## config.mk

```make
export PLATFORM = sky130hd
export DESIGN_NAME = dds_mod_sequencer
export DESIGN_NICKNAME = d
export VERILOG_FILES = /design/src/rtl/dds_mod_sequencer.sv
export SDC_FILE = /design/constraint.sdc
export NUM_CORES = 1
export LEC_CHECK = 0
export ABC_AREA = 1
export BUFFER_PORTS_ARGS = -buffer_cell sky130_fd_sc_hd__buf_2
export CAP_MARGIN = 40
export CORE_MARGIN = 5
export CORE_UTILIZATION = 59
export CTS_CLUSTER_DIAMETER = 40
export DETAILED_ROUTE_END_ITERATION = 12
export HOLD_SLACK_MARGIN = 0.03
export PLACE_DENSITY = 0.81
export SLEW_MARGIN = 30
export SYNTH_ARGS = -nofsm -noshare
export SYNTH_HDL_FRONTEND = slang
export SYNTH_SLANG_ARGS = --single-unit
```

## constraint.sdc

```tcl
create_clock -name aclk -period 5.5 [get_ports aclk]
set_clock_uncertainty 0.05 [all_clocks]
set_input_delay 0.825 -clock aclk [delete_from_list [all_inputs] [get_ports aclk]]
set_output_delay 0.825 -clock aclk [all_outputs]
set_load 0.02 [all_outputs]
```

## src/rtl/dds_mod_sequencer.sv

```systemverilog
// Streaming phase-word sequencer for a phase-input DDS compiler.
// Generates SIN / BPSK / 2-FSK / LFM phase sequences with AXI-Stream flow control.
module dds_mod_sequencer #(
    parameter int PHASE_W = 16,
    parameter int MSG_W   = 13,
    parameter int CNT_W   = 16
) (
    input  logic               aclk,
    input  logic               areset,
    input  logic               s_cmd_tvalid,
    output logic               s_cmd_tready,
    input  logic [1:0]         cmd_mode,
    input  logic [PHASE_W-1:0] cmd_incr0,
    input  logic [PHASE_W-1:0] cmd_incr1,
    input  logic [PHASE_W-1:0] cmd_step,
    input  logic [MSG_W-1:0]   cmd_message,
    input  logic [4:0]         cmd_nbits,
    input  logic [CNT_W-1:0]   cmd_len,
    input  logic               abort,
    output logic [PHASE_W-1:0] m_axis_phase_tdata,
    output logic               m_axis_phase_tvalid,
    input  logic               m_axis_phase_tready,
    output logic               busy,
    output logic               done
);

    typedef enum logic [1:0] {
        ST_IDLE = 2'd0,
        ST_RUN  = 2'd1,
        ST_DONE = 2'd2
    } state_t;

    localparam logic [1:0] MODE_SIN = 2'd0;
    localparam logic [1:0] MODE_PSK = 2'd1;
    localparam logic [1:0] MODE_FSK = 2'd2;
    localparam logic [1:0] MODE_LFM = 2'd3;

    localparam logic [PHASE_W-1:0] PSK_FLIP  = {1'b1, {(PHASE_W-1){1'b0}}};
    localparam logic [PHASE_W-1:0] PHASE_ZERO = '0;
    localparam logic [4:0]         MSG_MAX   = 5'(MSG_W);

    state_t             r_state;
    state_t             w_stateNext;

    logic [1:0]         r_mode;
    logic [PHASE_W-1:0] r_incr0;
    logic [PHASE_W-1:0] r_incr1;
    logic [PHASE_W-1:0] r_step;
    logic [PHASE_W-1:0] r_curInc;
    logic [PHASE_W-1:0] r_tdata;
    logic [MSG_W-1:0]   r_msg;
    logic [4:0]         r_bitIdx;
    logic [4:0]         r_nbitsM1;
    logic [CNT_W-1:0]   r_sampleCnt;
    logic [CNT_W-1:0]   r_lenM1;

    logic               w_accept;
    logic               w_cmdBitMode;
    logic [4:0]         w_nbitsClamped;
    logic               w_degenerate;
    logic               w_firstBit;
    logic [PHASE_W-1:0] w_firstInc;
    logic [PHASE_W-1:0] w_firstPsk;
    logic [PHASE_W-1:0] w_firstSample;

    logic               w_fire;
    logic               w_bitMode;
    logic               w_cntWrap;
    logic               w_lastBit;
    logic               w_final;
    logic               w_advanceBit;
    logic               w_nextBit;
    logic [PHASE_W-1:0] w_nextInc;
    logic [PHASE_W-1:0] w_nextPsk;
    logic [PHASE_W-1:0] w_nextSample;

    // Command decode: the first sample is computed straight from the command
    // fields so it can be presented in the cycle right after acceptance.
    assign w_accept       = (r_state == ST_IDLE) && s_cmd_tvalid;
    assign w_cmdBitMode   = (cmd_mode == MODE_PSK) || (cmd_mode == MODE_FSK);
    assign w_nbitsClamped = (cmd_nbits > MSG_MAX) ? MSG_MAX : cmd_nbits;
    assign w_degenerate   = (cmd_len == '0) || (w_cmdBitMode && (w_nbitsClamped == 5'd0));
    assign w_firstBit     = cmd_message[0];
    assign w_firstInc     = ((cmd_mode == MODE_FSK) && !w_firstBit) ? cmd_incr1 : cmd_incr0;
    assign w_firstPsk     = ((cmd_mode == MODE_PSK) && w_firstBit) ? PSK_FLIP : PHASE_ZERO;
    assign w_firstSample  = w_firstInc + w_firstPsk;

    assign w_fire       = (r_state == ST_RUN) && m_axis_phase_tready;
    assign w_bitMode    = (r_mode == MODE_PSK) || (r_mode == MODE_FSK);
    assign w_cntWrap    = (r_sampleCnt == r_lenM1);
    assign w_lastBit    = (r_bitIdx == r_nbitsM1);
    assign w_final      = w_cntWrap && (!w_bitMode || w_lastBit);
    assign w_advanceBit = w_bitMode && w_cntWrap;
    // The message register shifts right per bit, so the upcoming bit is [1] on a bit boundary.
    assign w_nextBit    = w_advanceBit ? r_msg[1] : r_msg[0];
    assign w_nextPsk    = ((r_mode == MODE_PSK) && w_advanceBit && w_nextBit) ? PSK_FLIP : PHASE_ZERO;
    assign w_nextSample = r_tdata + w_nextInc + w_nextPsk;

    always_comb begin
        w_nextInc = r_incr0;
        case (r_mode)
            MODE_SIN: w_nextInc = r_incr0;
            MODE_PSK: w_nextInc = r_incr0;
            MODE_FSK: w_nextInc = w_nextBit ? r_incr0 : r_incr1;
            MODE_LFM: w_nextInc = r_curInc + r_step;
            default:  w_nextInc = r_incr0;
        endcase
    end

    always_ff @(posedge aclk or posedge areset) begin
        if (areset) begin
            r_state <= ST_IDLE;
        end else begin
            r_state <= w_stateNext;
        end
    end

    always_comb begin
        w_stateNext         = r_state;
        s_cmd_tready        = 1'b0;
        busy                = 1'b0;
        m_axis_phase_tvalid = 1'b0;
        done                = 1'b0;
        case (r_state)
            ST_IDLE: begin
                s_cmd_tready = 1'b1;
                if (s_cmd_tvalid) begin
                    w_stateNext = w_degenerate ? ST_DONE : ST_RUN;
                end
            end
            ST_RUN: begin
                busy                = 1'b1;
                m_axis_phase_tvalid = 1'b1;
                if (abort) begin
                    w_stateNext = ST_IDLE;
                end else if (w_fire && w_final) begin
                    w_stateNext = ST_DONE;
                end
            end
            ST_DONE: begin
                done        = 1'b1;
                w_stateNext = ST_IDLE;
            end
            default: begin
                w_stateNext = ST_IDLE;
            end
        endcase
    end

    // Datapath only moves on a consumed sample, so a stalled DDS sees stable tdata.
    always_ff @(posedge aclk or posedge areset) begin
        if (areset) begin
            r_mode      <= '0;
            r_incr0     <= '0;
            r_incr1     <= '0;
            r_step      <= '0;
            r_curInc    <= '0;
            r_tdata     <= '0;
            r_msg       <= '0;
            r_bitIdx    <= '0;
            r_nbitsM1   <= '0;
            r_sampleCnt <= '0;
            r_lenM1     <= '0;
        end else if (w_accept) begin
            r_mode      <= cmd_mode;
            r_incr0     <= cmd_incr0;
            r_incr1     <= cmd_incr1;
            r_step      <= cmd_step;
            r_curInc    <= cmd_incr0;
            r_tdata     <= w_firstSample;
            r_msg       <= cmd_message;
            r_bitIdx    <= '0;
            r_nbitsM1   <= w_nbitsClamped - 5'd1;
            r_sampleCnt <= '0;
            r_lenM1     <= cmd_len - CNT_W'(1);
        end else if (r_state == ST_RUN) begin
            if (abort) begin
                r_tdata <= '0;
            end else if (w_fire && !w_final) begin
                r_tdata  <= w_nextSample;
                r_curInc <= w_nextInc;
                if (w_advanceBit) begin
                    r_sampleCnt <= '0;
                    r_bitIdx    <= r_bitIdx + 5'd1;
                    r_msg       <= r_msg >> 1;
                end else begin
                    r_sampleCnt <= r_sampleCnt + CNT_W'(1);
                end
            end
        end
    end

    assign m_axis_phase_tdata = r_tdata;

endmodule

```

Word level (Yosys, flattened, before mapping):

Index checks and enable logic that the tools add are counted.

* add/sub/neg operators: 8
* $lt $le $gt $ge: 1
* equal/unequal tests: 12
* multiplexer cells: 38
* reductions and logical operators: 31

Operator list (count)
* $mux W16: 17
* $mux W13: 5
* $add A16 B16 Y16: 4
* $pmux W16 S3: 1
* $mux W5: 6
* $add A16 B1 Y16 const B: 1
* $eq A16 B16 Y1: 1
* $logic_not A16 Y1: 1
* $sub A16 B1 Y16 const B: 1
* $logic_and A1 B1 Y1: 11
* $eq A2 B2 Y1 const B: 4
* $mux W2: 4
* $eq A2 B1 Y1 const B: 3
* $reduce_bool A2 Y1: 3
* $add A5 B1 Y5 const B: 1
* $eq A5 B5 Y1: 1
* $gt A5 B4 Y1 const B: 1
* $logic_not A5 Y1: 1
* $sub A5 B1 Y5 const B: 1
* $logic_not A2 Y1: 2
* $logic_or A1 B1 Y1: 4
* $mux W1: 4
* $pmux W2 S2: 1
* $reduce_and A2 Y1: 2
* 8 further kinds: 10

* bits in registers: 139
* input port bits: 89
* output and inout port bits: 20
* logic and storage cells: 102

Longest topological paths before layout:

Gate-level depths: netlist (run 1).

* depth after elaboration: 12
* depth in mapped cells: 30
* depth with buffers taken out: 29

Least setup slack after synthesis (run 1):

Ideal clock, no wire load.

* path kind: register -> register
* start: register r_step[2]
* end: register r_tdata[12], in the netlist m_axis_phase_tdata[12]
* setup time: 129 ps
* arrival time: 3394 ps
* data required time: 5321 ps
* slack: 1927 ps
* stages on the path, launching flop included: 25
* buffers on the path: 0
* period minus slack after synthesis: 3573 ps
* cells stage by stage: dfrtp_1 > ha_1 > nand3_1 > nand3_1 > inv_1 > o21ai_1 > a21boi_0 > or2_2 > nand3_1 > nand3_1 > o21ai_1 > inv_2 > ha_1 > ha_1 > nand2_1 > nor3_1 > nand3_1 > o2111ai_1 > nand2_1 > nand2_1 > a21oi_1 > inv_1 > or2_2 > nand3_1 > a31oi_1

* longest elaborated chain between the ends: 8

RTL lines
* start, declared: line 48 `logic [PHASE_W-1:0] r_step;`
* start signal, assigned: line 168 `r_step <= cmd_step;`
* $add A16 B16 Y16: line 105 `MODE_LFM: w_nextInc = r_curInc + r_step;`
* $pmux W16 S3: line 101 `case (r_mode)`
* $add A16 B16 Y16 (2 in a row): line 97 `assign w_nextSample = r_tdata + w_nextInc + w_nextPsk;`
* $mux W16: line 179 `end else if (w_fire && !w_final) begin`
* $mux W16: line 177 `if (abort) begin`
* $mux W16: line 176 `end else if (r_state == ST_RUN) begin`
* $mux W16: line 164 `end else if (w_accept) begin`
* end signal, assigned: line 170 `r_tdata <= w_firstSample;`
* end signal, assigned: line 180 `r_tdata <= w_nextSample;`
* end, declared: line 50 `logic [PHASE_W-1:0] r_tdata;`

Every way passes these cells. The select of a mux whose other input is x is not followed.
A chain may end at the register's enable or synchronous reset.

Worst setup path in the final report (run 1):

* start: register r_sampleCnt[7]
* end: register r_tdata[15], in the netlist m_axis_phase_tdata[15]

* longest elaborated chain between the ends: 11
* elaborated cells on any way between the ends: 19
* those cells by class: 2 x add/sub; 1 x eq/ne; 8 x mux; 8 x reduce/logical

RTL lines
* start, declared: line 54 `logic [CNT_W-1:0] r_sampleCnt;`
* start signal, assigned: line 187 `r_sampleCnt <= r_sampleCnt + CNT_W'(1);`
* $eq A16 B16 Y1 (*): line 90 `assign w_cntWrap = (r_sampleCnt == r_lenM1);`
* $logic_and A1 B1 Y1: line 93 `assign w_advanceBit = w_bitMode && w_cntWrap;`
* $mux W1: line 95 `assign w_nextBit = w_advanceBit ? r_msg[1] : r_msg[0];`
* $mux W16: line 104 `MODE_FSK: w_nextInc = w_nextBit ? r_incr0 : r_incr1;`
* $pmux W16 S3: line 101
* $add A16 B16 Y16 (2 in a row): line 97
* $mux W16: line 179
* $mux W16: line 177
* $mux W16: line 176
* $mux W16: line 164

Every way passes the cells marked *; elsewhere a longest branch is shown, timed or not. The select of a mux whose other input is x is not followed.

==> metrics, run 1 <==
status complete, no violations; utilization after layout 69.2%; max_slew headroom 47.1%; nature of the critical path endpoint register; Min-Delay Path Class input port to async pin; vias post-DR 8,270; R2R Setup Slk 1.28 ns; clock latency on the worst-skew pair 0.43 ns; top-count cell post-synth nand2_1; R2R Path Start r_sampleCnt[7]; unrepaired setup endpoints after global routing no; max cap viols 0; Placed Cells incl. Taps 1,452; antenna violations before repair 0; pwr dens 646 nW/um^2; CP Max Fanout 31; Top FF cell, synth dfrtp_1; count of cell types in the netlist 51; Synth Cell Area 8880 sq um; fillcell total 1,184; multi-input logic area 4640 sq um; Mapped Avg Cell Area 7.38 sq um; Sequential Area 3480 sq um; initial core utilization 60.6%; Final setup viols 0; delay of the slowest cell on the worst path 0.48 ns; clk slew on worst S/H paths 0.06 ns; area grow syn2layout 14.2%; Critical Path Source r_sampleCnt[7]; drt pass-1 iters 7; data required time at the worst endpoint 5.80 ns; worst hold slack 0.325 ns; Combinational Power Share 54.5%; Reg2Reg Depth 25; die span in y 133 um; setup TNS 0 ns; Resize count post-CTS 0; core area 14,600 sq um; HPWL after DPL 16.2 mm; Cell Rows 44; TritonCTS clock tree done; Post-synth EDFFs 0; drt drc 0; Die Width 133 um; Sink Count 139; Layout Nets 1,433; Internal Power 3.55 mW; Worst-Margin Slew 0.793 ns; part of the cycle the worst path needs 76.8%; post-layout min period 4.22 ns; max-slew violations 0; Peak Freq 237 MHz; Clock Power Share 18.2%; most area-consuming cells after synthesis dfrtp_1 (39%), nand2_1 (13%), ha_1 (7.5%); area leader, netlist dfrtp_1; WL/cell 15.4 um; largest net degree at the start of global routing 93; post-synth net total 1,346; sw power 3.00 mW; cell family with most CP delay simple AND/OR/NAND/NOR gates; I/O pins 109; die area 17,600 sq um; kind of critical path register to register; WP data arrival 4.53 ns; Worst Path Buf+Inv 2; VDD IR max 0.000420 V; number of antenna diodes 0; Hold Buf Count CTS 0; Final Instance Count excl. Fillers 1,485; Leakage 5.15 nW; Syn Inst Count 1,202; Final Wtd Congestion 0.860; Initial DRC Count 762; Yosys reg bits 139; IO Port Bufs 108; vias in the first global route 7,734; total power 6.55 mW; CP Depth 25; top cell type's share of synthesized area 39.2%; crit path launch type register; Ys Warns 0; antenna-violating nets left 0; CP most frequent cell nand2_1; Longest Clk Path Bufs 2; Switching Fraction 45.9%; Critical-path top delay cell fa_1; post-CTS setup buffer count 0; total track usage 26.5%; Via density 5.57; H-Tree Depth 4; first-pass GRT wire length 38.1 mm; sequential share of the synthesized area 39.2%; layout cell share with drive strength beyond 1 15.4%; final wirelength 22.8 mm; TritonCTS buffer count 17; synth cell count leaders nand2_1 (318), dfrtp_1 (139), inv_1 (124), nor2_1 (114), o21ai_0 (85); Synth async-reset ratio 100%; grt ovf 0; final hold vios 0; sequential share of power 27.3%; CTS Root Cell clkbuf_16
[path summary, 6_finish.rpt]
path / endpoint
max reg2reg: m_axis_phase_tdata[15]
max in group asynchronous: r_lenM1[9]
min in group aclk: r_incr1[5]
max: m_axis_phase_tdata[15]
min: m_axis_phase_tdata[5]
min reg2reg: r_incr1[5]
[power by group through the flow]
stage                     clock network (mW)  registers (mW)  logic [mW]
after floorplan                            0            1.76        2.69
after detailed placement                   0            1.78        3.47
after CTS                               1.20            1.78        3.51
after global placement                     0            1.78        3.37
after global routing                    1.25            1.84        4.09
final                                   1.19            1.79        3.57
[metal layers]
layer	part of all wire [%]	global-route usage (%)	vias to the layer above
li1	-	-	4136
met1	47	39.2	3781
met2	44	39.8	318
met3	7.8	5.81	35
met4	1.5	6.58	0
met5	0	0	-
[state kept, by name, summed over array words and instances, names as in the netlist]
signal	cells
m_axis_phase_tdata	16
r_bitIdx	5
r_curInc	16
r_incr0	16
r_incr1	16
r_lenM1	16
r_mode	2
r_msg	13
r_nbitsM1	5
r_sampleCnt	16
r_state	2
r_step	16
[through the flow]
step / instance area, sq um / worst slack (ns)
after floorplan: 8880 / 0.900
after global placement: 9460 / 1.35
after detailed placement: 9490 / 1.16
after CTS: 10100 / 1.14
after global routing: 10100 / 0.800
final: 10100 / 1.28
[worst reg2reg max path: stages, from the launching register on]
cell      delay [ns]
dfrtp_1         0.42
inv_2           0.06
nand2_1         0.05
nand2_1         0.05
nor2_1          0.11
nand2_1         0.07
nor2_2          0.20
nand3_2         0.13
nand2_1         0.10
nand2_2         0.32
o211ai_1        0.30
o221ai_1        0.18
ha_1            0.32
ha_1            0.29
fa_1            0.48
nand3_1         0.12
nand3_1         0.12
nand3_1         0.09
nand2_1         0.06
nand2_1         0.07
nand2_1         0.05
a21oi_1         0.18
inv_1           0.06
nand2_1         0.06
nand3_1         0.06
a21oi_1         0.12
[logic make-up after synthesis]
family	synth area share, %
xor gates and xnor gates	1.68
and+or+nand+nor	25.3
adders and majority gates	7.92
muxes	0.113
buffers and inverters	8.58
AOI/OAI and AO/OA	17.2
DFF	39.2
[area by class of cell]
type,instances,area share [%]
Sequential cell,139,34.3
Inverter,143,5.34
Clock buffer,21,4.64
Timing Repair Buffer,115,6.24
Tap cell,184,2.27
Multi-Input combinational cell,873,45.8
Clock inverter,10,1.39
[layout by cell type (no fill, tap or decap), types with 5 or more instances in the layout]
cell       count
a21oi_1       67
a31oi_1       35
buf_2        108
clkbuf_16     17
dfrtp_1      139
ha_1          53
inv_1        122
inv_2         20
nand2_1      317
nand3_1       47
nand3b_1       6
nand4_1        5
nor2_1       114
nor2_2         5
nor3_1        14
o211ai_1      26
o21ai_0       85
o21ai_1       24
or2_2         10
xnor2_1        5
xor2_1        12
(Power assumes the default switching activity.)
==> run 2: changes to the inputs <==
--- a/config.mk
+++ b/config.mk
@@ -5,7 +5,7 @@
 export SDC_FILE = /design/constraint.sdc
 export NUM_CORES = 1
 export LEC_CHECK = 0
-export ABC_AREA = 1
+export ABC_AREA = 0
 export BUFFER_PORTS_ARGS = -buffer_cell sky130_fd_sc_hd__buf_2
 export CAP_MARGIN = 40
 export CORE_MARGIN = 5
==> constraint.sdc (replaced) <==
create_clock -name aclk -period 3.9 [get_ports aclk]
set_clock_uncertainty 0.05 [all_clocks]
set_input_delay 0.585 -clock aclk [delete_from_list [all_inputs] [get_ports aclk]]
set_output_delay 0.585 -clock aclk [all_outputs]
set_load 0.02 [all_outputs]
==> metrics, run 2 <==
status finished with violations; drt drc 0; Ys Warns 0; VDD IR max 0.000908 V; first-pass GRT wire length 40.4 mm; max cap viols 0; Top FF cell, synth dfrtp_1; R2R Setup Slk -1.19 ns; CP Max Fanout 6; Layout Nets 1,298; Peak Freq 197 MHz; max-slew violations 0; utilization after layout 77.3%; commonest non-fill, non-tap cell in the layout nand2_1; clock latency on the worst-skew pair 0.42 ns; clk slew on worst S/H paths 0.06 ns; nature of the critical path endpoint register; H-Tree Depth 4; kind of critical path register to register; Post-synth EDFFs 0; final wirelength 26.4 mm; Min-Delay Path Class input port to async pin; post-route cell area 10,700 sq um; Initial DRC Count 967; Synth async-reset ratio 100%; layout cell share with drive strength beyond 1 26.8%; CTS Root Cell clkbuf_16; drt pass-1 iters 6; failing checks setup timing; final worst slack -1.19 ns; post-layout min period 5.09 ns; die area 16,600 sq um; Leakage 5.38 nW; Die Width 129 um; HPWL after DPL 16.3 mm; top-count cell post-synth nand2_1; Reg2Reg Depth 21; most frequent cells in the layout nand2_1 (233), dfrtp_1 (139), buf_4 (114), buf_2 (108), o21ai_0 (69); placed cell areas 9680 sq um; initial core utilization 60.1%; total track usage 31.0%; data required time at the worst endpoint 4.19 ns; max_slew headroom 51.6%; grt ovf 0; fillcell total 853; most area-consuming cells after synthesis dfrtp_1 (42%), nand2_1 (11%), ha_1 (8.0%); sequential share of the synthesized area 41.7%; crit path launch type register; pwr dens 1060 nW/um^2; Worst-Margin Slew 0.724 ns; unrepaired setup endpoints after global routing yes; part of the cycle the worst path needs 130%; area leader, netlist dfrtp_1; area grow syn2layout 28.7%; WL/cell 19.6 um; Final setup viols 13; Final Wtd Congestion 0.866; die span in y 129 um; total power 11.4 mW; Hold Buf Count CTS 0; largest net degree at the start of global routing 69; Mapped Avg Cell Area 8.79 sq um; top cell type's share of synthesized area 41.7%; dpl ws -1.18 ns; Placed Cells incl. Taps 1,289; setup TNS -9.19 ns; core area 13,900 sq um; TritonCTS clock tree done; Cell Rows 43; I/O pins 109; IO Port Bufs 108; antenna violations before repair 0; synth cell count leaders nand2_1 (235), dfrtp_1 (139), o21ai_0 (71), nor2_1 (62), ha_1 (53); Final Instance Count excl. Fillers 1,345; worst hold slack 0.228 ns; count of cell types in the netlist 63; Syn Inst Count 948; Sink Count 139; WP data arrival 5.38 ns; TritonCTS buffer count 17; antenna-violating nets left 0; Yosys reg bits 139; vias post-DR 8,193; vias in the first global route 7,877; Synth Cell Area 8340 sq um; Longest Clk Path Bufs 2; post-synth net total 1,092; R2R Path Start r_lenM1[1]; Via density 6.09; R2R Path End m_axis_phase_tdata[15]; final hold vios 0; number of antenna diodes 0
[run 2: changes by cell type in the layout (fill, tap and decap cells not counted), moves of 33 or more]
cell	change
xor2_1	+33
a21oi_1	-41
nand3_1	-36
nand2_1	-84
buf_4	+110
nor2_1	-52
inv_1	-94
[run 2: worst max-delay path by stage]
stage | to | from | depth (start not counted)
detailed placement | m_axis_phase_tdata[15] | r_lenM1[8] | 22
CTS | m_axis_phase_tdata[15] | r_lenM1[3] | 21
floorplan | m_axis_phase_tdata[15] | r_sampleCnt[11] | 21
global route | m_axis_phase_tdata[15] | r_lenM1[8] | 22
finish | m_axis_phase_tdata[15] | r_lenM1[1] | 21
global placement | m_axis_phase_tdata[15] | r_lenM1[8] | 22
[run 2: layout make-up]
class	instances	area, sq um	area share (%)
multi-input combinational	738	4850	45.2
sequential	139	3480	32.4
timing repair buffer	229	1480	13.8
clock buffer	23	488	4.55
tap	180	225	2.10
inverter	29	113	1.05
clock inverter	7	90.1	0.839
[run 2: worst max-delay path, cell delays in order (launching register included)]
cell and delay, ns:
dfrtp_1 0.39, xor2_1 0.18, nor4_2 0.33, buf_4 0.18, nand4_4 0.12, nor2_4 0.19
mux2i_4 0.30, mux2i_4 0.15, a221o_1 0.41, ha_4 0.25, ha_4 0.18, fa_2 0.37
a211o_1 0.28, o211ai_1 0.21, a21oi_2 0.12, a211oi_2 0.27, o21bai_1 0.13, a21oi_2 0.22
o21ai_2 0.08, nand3_1 0.07, or3b_1 0.35, a31oi_1 0.17
[run 2: power breakdown]
group	internal [mW]	leakage, nW	switching, mW
clock	0.998	0.281	0.608
sequential	2.05	1.72	0.489
combinational	3.42	3.38	3.86
total	6.47	5.38	4.95
[run 2: logic make-up after synthesis]
kind of cell    share of synthesized area, %
compound gates                          14.8
fa+ha+maj                               8.44
flops                                   41.7
xor+xnor                                7.36
mux                                     3.87
simple gates                            20.0
buf+inv                                 3.74
[run 2: what timing repair did]
item	CTS	global route
setup buffers	22	6
endpoints found under the setup margin	13	13
pin swaps	18	15
gates resized for setup	32	13
gates cloned	0	0
[run 2: layer usage]
layer	wire length (um)	vias up	global-route usage [%]
li1	-	3688	-
met1	10700	3919	41.9
met2	12200	497	49.8
met3	2550	89	6.31
met4	1000	0	11.2
met5	0	-	0
